--- src/rtl/nunchuck_responder.sv ---
// nunchuck_responder
//   I2C target that emulates a Nunchuck. Packs the stick, accelerometer and
//   button fields into the 6-byte Nunchuck report. Serves the report to a bus
//   master, starting at a register pointer that the master can set with a write.
//
// Ports
//   clk        system clock, at least 16x the SCL frequency
//   rst        asynchronous, active-high reset
//   scl        bus clock pin (sensed only, no clock stretching)
//   sda_in     bus data pin, sensed value
//   sda_oe     1 = pull SDA low (open drain), 0 = release
//   stick_x/y  joystick axes, 8 bits each
//   accel_x/y/z accelerometer axes, 10 bits each
//   z, c       button bits
//   busy       high from an address match until STOP
//   xfer_done  one-clock pulse on the STOP that ends an addressed transaction
module nunchuck_responder #(
   parameter logic [6:0] DEV_ADDR    = 7'h52,
   parameter int         SYNC_STAGES = 2
) (
   input  logic       clk,
   input  logic       rst,
   input  logic       scl,
   input  logic       sda_in,
   output logic       sda_oe,
   input  logic [7:0] stick_x,
   input  logic [7:0] stick_y,
   input  logic [9:0] accel_x,
   input  logic [9:0] accel_y,
   input  logic [9:0] accel_z,
   input  logic       z,
   input  logic       c,
   output logic       busy,
   output logic       xfer_done
);

   typedef enum logic [2:0] {
      IDLE, ADDR, ADDR_ACK, WR_BYTE, WR_ACK, RD_BYTE, RD_ACK, WAIT_STOP
   } state_t;

   // Input synchronisers; they reset to the idle bus level (both lines high).
   logic [SYNC_STAGES-1:0] scl_sync_reg, sda_sync_reg;
   logic scl_prev_reg, sda_prev_reg;
   logic scl_s, sda_s, scl_rise, scl_fall, start_det, stop_det;

   state_t      state_reg, state_next;
   logic [3:0]  bit_cnt_reg, bit_cnt_next;
   logic [7:0]  shift_reg, shift_next;
   logic [2:0]  reg_ptr_reg, reg_ptr_next;
   logic [47:0] snapshot_reg;
   logic        sda_oe_reg, sda_oe_next;
   logic        busy_reg, busy_next;
   logic        xfer_done_reg, xfer_done_next;
   logic        ack_drv_reg, ack_drv_next;     // ACK slot: 0 = waiting to drive, 1 = driving
   logic        rw_reg, rw_next;
   logic        first_wr_reg, first_wr_next;   // next written byte is the register pointer
   logic        snap_load;
   logic [47:0] packed_report;
   logic [7:0]  shift_in, rd_byte;
   logic        rd_bit;

   always_ff @(posedge clk or posedge rst) begin
      if (rst) begin
         scl_sync_reg <= '1;
         sda_sync_reg <= '1;
         scl_prev_reg <= 1'b1;
         sda_prev_reg <= 1'b1;
      end else begin
         scl_sync_reg <= {scl_sync_reg[SYNC_STAGES-2:0], scl};
         sda_sync_reg <= {sda_sync_reg[SYNC_STAGES-2:0], sda_in};
         scl_prev_reg <= scl_sync_reg[SYNC_STAGES-1];
         sda_prev_reg <= sda_sync_reg[SYNC_STAGES-1];
      end
   end

   assign scl_s     = scl_sync_reg[SYNC_STAGES-1];
   assign sda_s     = sda_sync_reg[SYNC_STAGES-1];
   assign scl_rise  = scl_s & ~scl_prev_reg;
   assign scl_fall  = ~scl_s & scl_prev_reg;
   assign start_det = scl_s & scl_prev_reg & sda_prev_reg & ~sda_s;
   assign stop_det  = scl_s & scl_prev_reg & ~sda_prev_reg & sda_s;
   assign shift_in  = {shift_reg[6:0], sda_s};

   // Byte 5 carries the accelerometer LSBs in bit-reversed pairs.
   assign packed_report = {stick_x, stick_y, accel_x[9:2], accel_y[9:2], accel_z[9:2],
                           z, c, accel_x[0], accel_x[1], accel_y[0], accel_y[1],
                           accel_z[0], accel_z[1]};

   always_comb begin
      rd_byte = snapshot_reg[47:40];
      case (reg_ptr_reg)
         3'd1:    rd_byte = snapshot_reg[39:32];
         3'd2:    rd_byte = snapshot_reg[31:24];
         3'd3:    rd_byte = snapshot_reg[23:16];
         3'd4:    rd_byte = snapshot_reg[15:8];
         3'd5:    rd_byte = snapshot_reg[7:0];
         default: rd_byte = snapshot_reg[47:40];
      endcase
   end

   // bit_cnt counts bits already driven in RD_BYTE, so the next bit is MSB-first.
   assign rd_bit = rd_byte[3'd7 - bit_cnt_reg[2:0]];

   always_ff @(posedge clk or posedge rst) begin
      if (rst) begin
         state_reg     <= IDLE;
         bit_cnt_reg   <= '0;
         shift_reg     <= '0;
         reg_ptr_reg   <= '0;
         snapshot_reg  <= '0;
         sda_oe_reg    <= 1'b0;
         busy_reg      <= 1'b0;
         xfer_done_reg <= 1'b0;
         ack_drv_reg   <= 1'b0;
         rw_reg        <= 1'b0;
         first_wr_reg  <= 1'b0;
      end else begin
         state_reg     <= state_next;
         bit_cnt_reg   <= bit_cnt_next;
         shift_reg     <= shift_next;
         reg_ptr_reg   <= reg_ptr_next;
         if (snap_load)
            snapshot_reg <= packed_report;
         sda_oe_reg    <= sda_oe_next;
         busy_reg      <= busy_next;
         xfer_done_reg <= xfer_done_next;
         ack_drv_reg   <= ack_drv_next;
         rw_reg        <= rw_next;
         first_wr_reg  <= first_wr_next;
      end
   end

   always_comb begin
      state_next     = state_reg;
      bit_cnt_next   = bit_cnt_reg;
      shift_next     = shift_reg;
      reg_ptr_next   = reg_ptr_reg;
      sda_oe_next    = sda_oe_reg;
      busy_next      = busy_reg;
      xfer_done_next = 1'b0;
      ack_drv_next   = ack_drv_reg;
      rw_next        = rw_reg;
      first_wr_next  = first_wr_reg;
      snap_load      = 1'b0;

      if (stop_det) begin
         state_next     = IDLE;
         sda_oe_next    = 1'b0;
         xfer_done_next = busy_reg;
         busy_next      = 1'b0;
      end else if (start_det) begin
         // Also covers repeated START; the register pointer is kept.
         state_next   = ADDR;
         bit_cnt_next = '0;
         sda_oe_next  = 1'b0;
      end else begin
         case (state_reg)
            IDLE: ;
            ADDR: begin
               if (scl_rise) begin
                  shift_next = shift_in;
                  if (bit_cnt_reg == 4'd7) begin
                     bit_cnt_next = '0;
                     if (shift_reg[6:0] == DEV_ADDR) begin
                        state_next    = ADDR_ACK;
                        busy_next     = 1'b1;
                        ack_drv_next  = 1'b0;
                        rw_next       = sda_s;
                        first_wr_next = ~sda_s;
                        snap_load     = sda_s;
                     end else begin
                        state_next = WAIT_STOP;
                     end
                  end else begin
                     bit_cnt_next = bit_cnt_reg + 4'd1;
                  end
               end
            end
            ADDR_ACK, WR_ACK: begin
               // First fall after the 8th bit starts the ACK, the next fall ends it.
               if (scl_fall) begin
                  if (!ack_drv_reg) begin
                     sda_oe_next  = 1'b1;
                     ack_drv_next = 1'b1;
                  end else begin
                     ack_drv_next = 1'b0;
                     bit_cnt_next = '0;
                     if (state_reg == ADDR_ACK && rw_reg) begin
                        // The ACK-ending fall also launches the first data MSB.
                        state_next   = RD_BYTE;
                        sda_oe_next  = ~rd_bit;
                        bit_cnt_next = 4'd1;
                     end else begin
                        state_next  = WR_BYTE;
                        sda_oe_next = 1'b0;
                     end
                  end
               end
            end
            WR_BYTE: begin
               if (scl_rise) begin
                  shift_next = shift_in;
                  if (bit_cnt_reg == 4'd7) begin
                     state_next   = WR_ACK;
                     ack_drv_next = 1'b0;
                     bit_cnt_next = '0;
                     if (first_wr_reg) begin
                        reg_ptr_next  = (shift_in > 8'd5) ? 3'd0 : shift_in[2:0];
                        first_wr_next = 1'b0;
                     end
                  end else begin
                     bit_cnt_next = bit_cnt_reg + 4'd1;
                  end
               end
            end
            RD_BYTE: begin
               if (scl_fall) begin
                  if (bit_cnt_reg == 4'd8) begin
                     state_next   = RD_ACK;
                     sda_oe_next  = 1'b0;
                     reg_ptr_next = (reg_ptr_reg == 3'd5) ? 3'd0 : reg_ptr_reg + 3'd1;
                  end else begin
                     sda_oe_next  = ~rd_bit;
                     bit_cnt_next = bit_cnt_reg + 4'd1;
                  end
               end
            end
            RD_ACK: begin
               if (scl_rise) begin
                  if (!sda_s) begin
                     state_next   = RD_BYTE;
                     bit_cnt_next = '0;
                  end else begin
                     state_next  = WAIT_STOP;
                     sda_oe_next = 1'b0;
                  end
               end
            end
            WAIT_STOP: sda_oe_next = 1'b0;
            default:   state_next = IDLE;
         endcase
      end
   end

   assign sda_oe    = sda_oe_reg;
   assign busy      = busy_reg;
   assign xfer_done = xfer_done_reg;

endmodule

--- config.mk ---
export PLATFORM = sky130hd
export DESIGN_NAME = nunchuck_responder
export DESIGN_NICKNAME = d
export VERILOG_FILES = /design/src/rtl/nunchuck_responder.sv
export SDC_FILE = /design/constraint.sdc
export NUM_CORES = 1
export LEC_CHECK = 0
export CORE_MARGIN = 5
export CORE_UTILIZATION = 35
export DETAILED_ROUTE_END_ITERATION = 6
export HOLD_SLACK_MARGIN = 0.05
export SLEW_MARGIN = 40
export SYNTH_ARGS = -nofsm -noshare
export SYNTH_HDL_FRONTEND = slang
export SYNTH_SLANG_ARGS = --single-unit
--- constraint.sdc ---
create_clock -name clk -period 3.8 [get_ports clk]
set_input_delay 1.14 -clock clk [delete_from_list [all_inputs] [get_ports clk]]
set_output_delay 1.14 -clock clk [all_outputs]
set_load 0.01 [all_outputs]
* After elaboration in Yosys (flattened, before gate mapping)
Cells that the tools add are included.
Word-level totals: output and inout bits 3, register bits after elaboration 77, input port bits 52, logic and storage cells 170
Operators by class: equal/unequal tests 42, multiplexer cells 72, bitwise logic cells 14, $add $sub $neg 3, reduce and logical (&&, ||, !) cells 22, magnitude comparators 2
Operators with widths (count):
- 3-bit two-way mux | 20
- 4-bit inequality test (second input constant) | 10
- 8-bit case mux with 5 select lines | 1
- 4-bit two-way mux | 9
- 1-bit two-way mux | 34
- 3-bit equality test (second input constant) | 6
- 2-bit inequality test (second input constant) | 9
- 3-bit inequality test (second input constant) | 6
- 9-bit AND reduction | 2
- 4-bit case mux with 4 select lines | 1
- 8-bit AND reduction | 2
- 3-bit case mux with 5 select lines | 1
- 3-bit by 2-bit equality test with 1-bit output (second input constant) | 4
- 2-bit nonzero test | 6
- 10-bit AND reduction | 1
- 5-bit AND reduction | 2
- 8-bit by 3-bit > comparator with 1-bit output (second input constant) | 1
- 1-bit AND | 7
- 7-bit equality test (second input constant) | 1
- 1-bit inverter | 7
- 7-bit nonzero test | 1
- 3-bit by 1-bit equality test with 1-bit output (second input constant) | 2
- 3-bit case mux with 2 select lines | 1
- 6-bit AND reduction | 1
- 19 further kinds | 20

* Longest topological paths before layout
word-level depth 11, depth in mapped cells 11

* Worst setup path before layout
Ideal clock, no wire load.
path kind reg2reg, start register scl_sync_reg[1], end register snapshot_reg[15], setup slack 1.632 ns, cell stages (with the launch flop) 10, required time 3.675 ns, path buffers 3, clock period less this slack 2.168 ns, arrival 2.043 ns, setup time 0.125 ns, cell sequence dfstp_2 nand2b_1 nor2_2 nand2_1 nor3_4 and3b_1 buf_4 buf_12 buf_12 mux2_4
Between the ends: longest elaborated chain between the ends 5, elaborated cells between the ends (all ways) 10, those cells by class mux (4); bitwise (6)
RTL lines:
- start: declaration | line 42 | logic [SYNC_STAGES-1:0] scl_sync_reg, sda_sync_reg;
- start signal: assignment | line 69 | scl_sync_reg <= {scl_sync_reg[SYNC_STAGES-2:0], scl};
- 1-bit AND, on equally long branches | line 78, 80, 81
- 1-bit two-way mux or 1-bit AND (tied branches) | line 160, 80
- 1-bit two-way mux or 1-bit AND (tied branches) | line 157, 80
- 1-bit two-way mux | line 151 | end else if (start_det) begin
- 1-bit two-way mux (*) | line 146 | if (stop_det) begin
- end signal: assignment | line 123 | snapshot_reg <= packed_report;
- end: declaration | line 50 | logic [47:0] snapshot_reg;
Every way passes the cells marked *; elsewhere a longest branch is shown, timed or not. A chain may end at the register's enable or synchronous reset.

* Final worst setup path
start register state_reg[2], end register snapshot_reg[42]
Between the ends: longest elaborated chain between the ends 4
RTL lines:
- start: declaration | line 46 | state_t state_reg, state_next;
- start signal: assignment | line 118 | state_reg <= state_next;
- 3-bit by 1-bit equality test with 1-bit output | line 157 | case (state_reg)
- 1-bit two-way mux | line 157
- 1-bit two-way mux | line 151
- 1-bit two-way mux | line 146
Every way passes these cells.

==> reports/metrics.csv <==
stage;metric;value;unit
outcome;outcome;finished, final reports clean;
synth;synth_area_leader_cell;dfrtp_1;
route;post_drt_via_cell_ratio;5.45;
global_routing;met2_usage;22.5;%
global_routing;antenna_found_initial;0;
layout;n_antenna_cell;0;
setup_path;path_class;reg -> reg;
synth;ys_types;64;
power;p_per_area;533;nW/µm²
sta;slew_headroom;47.0;%
cts;clk_latency;330;ps
setup_path;cpPeakStageDelay;670;ps
cts;htree_levels;3;
setup_path;cp_max_fo;49;
synth;ys.flop_type;dfrtp_1;
synth;ys_ff_latch;77;
global_routing;grt.overflow.total;0;
sta;drv_slew;0;
cts;post-cts-setup-buffers;0;
synth;synth_most_common_cell;dfrtp_1;
route;final_antenna_net_count;0;
synth;synth_enable_flop_cells;0;
route;firstDrtPassIters;4;
cts;clkTransAtPathRegs;60;ps
synth;seq_area_frac_synth;48.0;%
cts;numCtsBuffers;9;
cts;cts_resized;0;
power;p_leak;0.00214;µW
setup_path;worst-path-stages;7;
power;internal-power;1780;µW
placement;routabilityCongestion;0.850;
power;combPwrFrac;27.0;%
layout;area_growth;23.2;%
sta;skew;7.74;ps
run;maxCapViolations;0;
sta;fmax;362;MHz
power;swShare;32.7;%
cts;clock-root-buffer;clkbuf_16;
synth;synth_common_cells;71 x dfrtp_1, 47 x mux2_2, 24 x o21ai_0, 16 x a21oi_1, 15 x nor2_1;
sta;finalCriticalPeriod;2770;ps
power;total_power;2640;µW
route;vias;2986;
min_path;hold_path.class;reg -> reg;
floorplan;fp.dieH;117;µm
global_routing;grt_pass1_vias;3129;
global_routing;gr-max-usage-layer;met2;
sta;hold_viol;0;
setup_path;startpoint_type;flip-flop;
cts;cts_tree;yes;
layout;nets;455;
sta;setup_viol;0;
synth;yosysTopAreaCellShare;44.1;%
sta;worst_slew_pin_slew;795;ps
synth;netlist_area;4030;µm²
route;finalWirelength;9.12;mm
floorplan;dieArea;13800;µm²
cts;clockBufferDepth;2;
layout;largest_register_ffs;48;
setup_path;crit_arrival;2980;ps
synth;synthArstFlopShare;100;%
sta;setup-tns-final;0;ps
route;wire_per_inst;16.6;µm
min_path;hold_end;scl_sync_reg[1];
min_path;min_path_cells;0;
floorplan;core;11400;µm²
route;drtIter0Drc;213;
synth;synth_nets;409;
power;p_seq_share;41.2;%
layout;drive_gt1_share;22.0;%
route;drc_errors;0;
placement;port_buffers;54;
setup_path;crit-reg2reg-launch;state_reg[2];
placement;dp_hpwl;6.61;mm
setup_path;crit_chain;nand2b_1 -> nor2_2 -> nand2_1 -> nor3_4 -> and3b_2 -> buf_12 -> mux2_2;
floorplan;fp.dieW;117;µm
global_routing;grt.total_usage;14.2;%
floorplan;rows;39;
synth;yosysWarnings;0;
setup_path;crit_family;simple AND/OR/NAND/NOR gates;
global_routing;use_met1;19.4;%
floorplan;start_util;35.4;%
setup_path;ff2ff_path_depth;7;
power;power.switching;865;µW
synth;syn-mean-instance-area;11.4;µm²
cts;cts.sinks;77;
sta;min_period_over_period;72.8;%
power;clkPwrFrac;31.8;%
setup_path;cpMaxStageDelayCell;dfrtp_1;
global_routing;grt_max_degree;50;
global_routing;grt_first_pass_wirelength;15.4;mm
setup_path;required;4010;ps
sta;rsz0062_at_grt;false;
cts;cts_hold_buf;0;
floorplan;pin_count;55;
min_path;min-delay-start;scl_sync_reg[0];
setup_path;end_kind;flip-flop;
setup_path;reg2reg_to;snapshot_reg[42];
synth;synthTopCellsByArea;dfrtp_1 44%, mux2_2 13%, dfstp_2 3.9%;
setup_path;cp.buffers_inverters;1;
synth;synthCells;354;
global_routing;use_met3;3.24;%
setup_path;rrSetupSlack;1030;ps
power;ir_worst_vdd;228;µV
[how the worst max path moves through the flow]
stage | from | endpoint | slack [ps]
floorplan | rst | ack_drv_reg | 700
global placement | state_reg[2] | snapshot_reg[2] | 1070
detailed placement | state_reg[2] | snapshot_reg[14] | 1050
CTS | state_reg[2] | snapshot_reg[42] | 1020
global route | state_reg[0] | snapshot_reg[42] | 840
finish | state_reg[2] | snapshot_reg[42] | 1030
[through the flow]
stage | setup WS [ps] | utilization (%) | cell area (µm²) | hold slack, ps | cells
final | 1030 | 43.6 | 4960 | 356 | 548
after global routing | 842 | 43.6 | 4960 | 361 | 548
after CTS | 1020 | 43.6 | 4950 | 356 | 548
after detailed placement | 1050 | 41.0 | 4660 | 347 | 532
after global placement | 1070 | 41.0 | 4660 | 347 | 532
after floorplan | 703 | - | 4030 | 345 | 354
[cell usage in the layout, fill, tap and decap left out, types with 12 or more instances in the layout]
cell type	count
dfrtp_1	71
clkdlybuf4s50_1	54
mux2_2	47
nand3_1	12
nand2_1	12
nor2_1	15
a21oi_1	16
o21ai_0	24
[per-layer routing]
layer  wire [µm]  share of wire (%)
met1        4200                 46
met3         371                4.1
met5           0                  0
met2        4430                 49
met4         115                1.3
[power by group through the flow]
stage | registers [µW] | clock network [µW] | logic (µW)
final | 1090 | 841 | 713
after global routing | 1120 | 891 | 810
after CTS | 1090 | 860 | 713
after detailed placement | 1100 | 0 | 709
after global placement | 1100 | 0 | 703
after floorplan | 974 | 0 | 630
[logic make-up (layout without fill, tap and decap cells)]
family,Yosys count,after routing,share of synthesized area [%]
compound gates,94,94,16.2
simple gates,82,82,11.4
flops,77,77,48.0
mux,65,65,18.7
buf+inv,31,82,4.19
fa+ha+maj,4,4,1.18
xor+xnor,1,1,0.217
[area by class of cell]
| type | instances | area (µm²) |
|---|---|---|
| fill | 1090 | 6410 |
| clock buffer | 11 | 233 |
| inverter | 9 | 33.8 |
| multi-input combinational | 246 | 1930 |
| sequential | 77 | 1930 |
| clock inverter | 5 | 60.1 |
| timing repair buffer | 57 | 588 |
| tap | 143 | 179 |
Note: power is estimated with default switching activity, not from simulation.
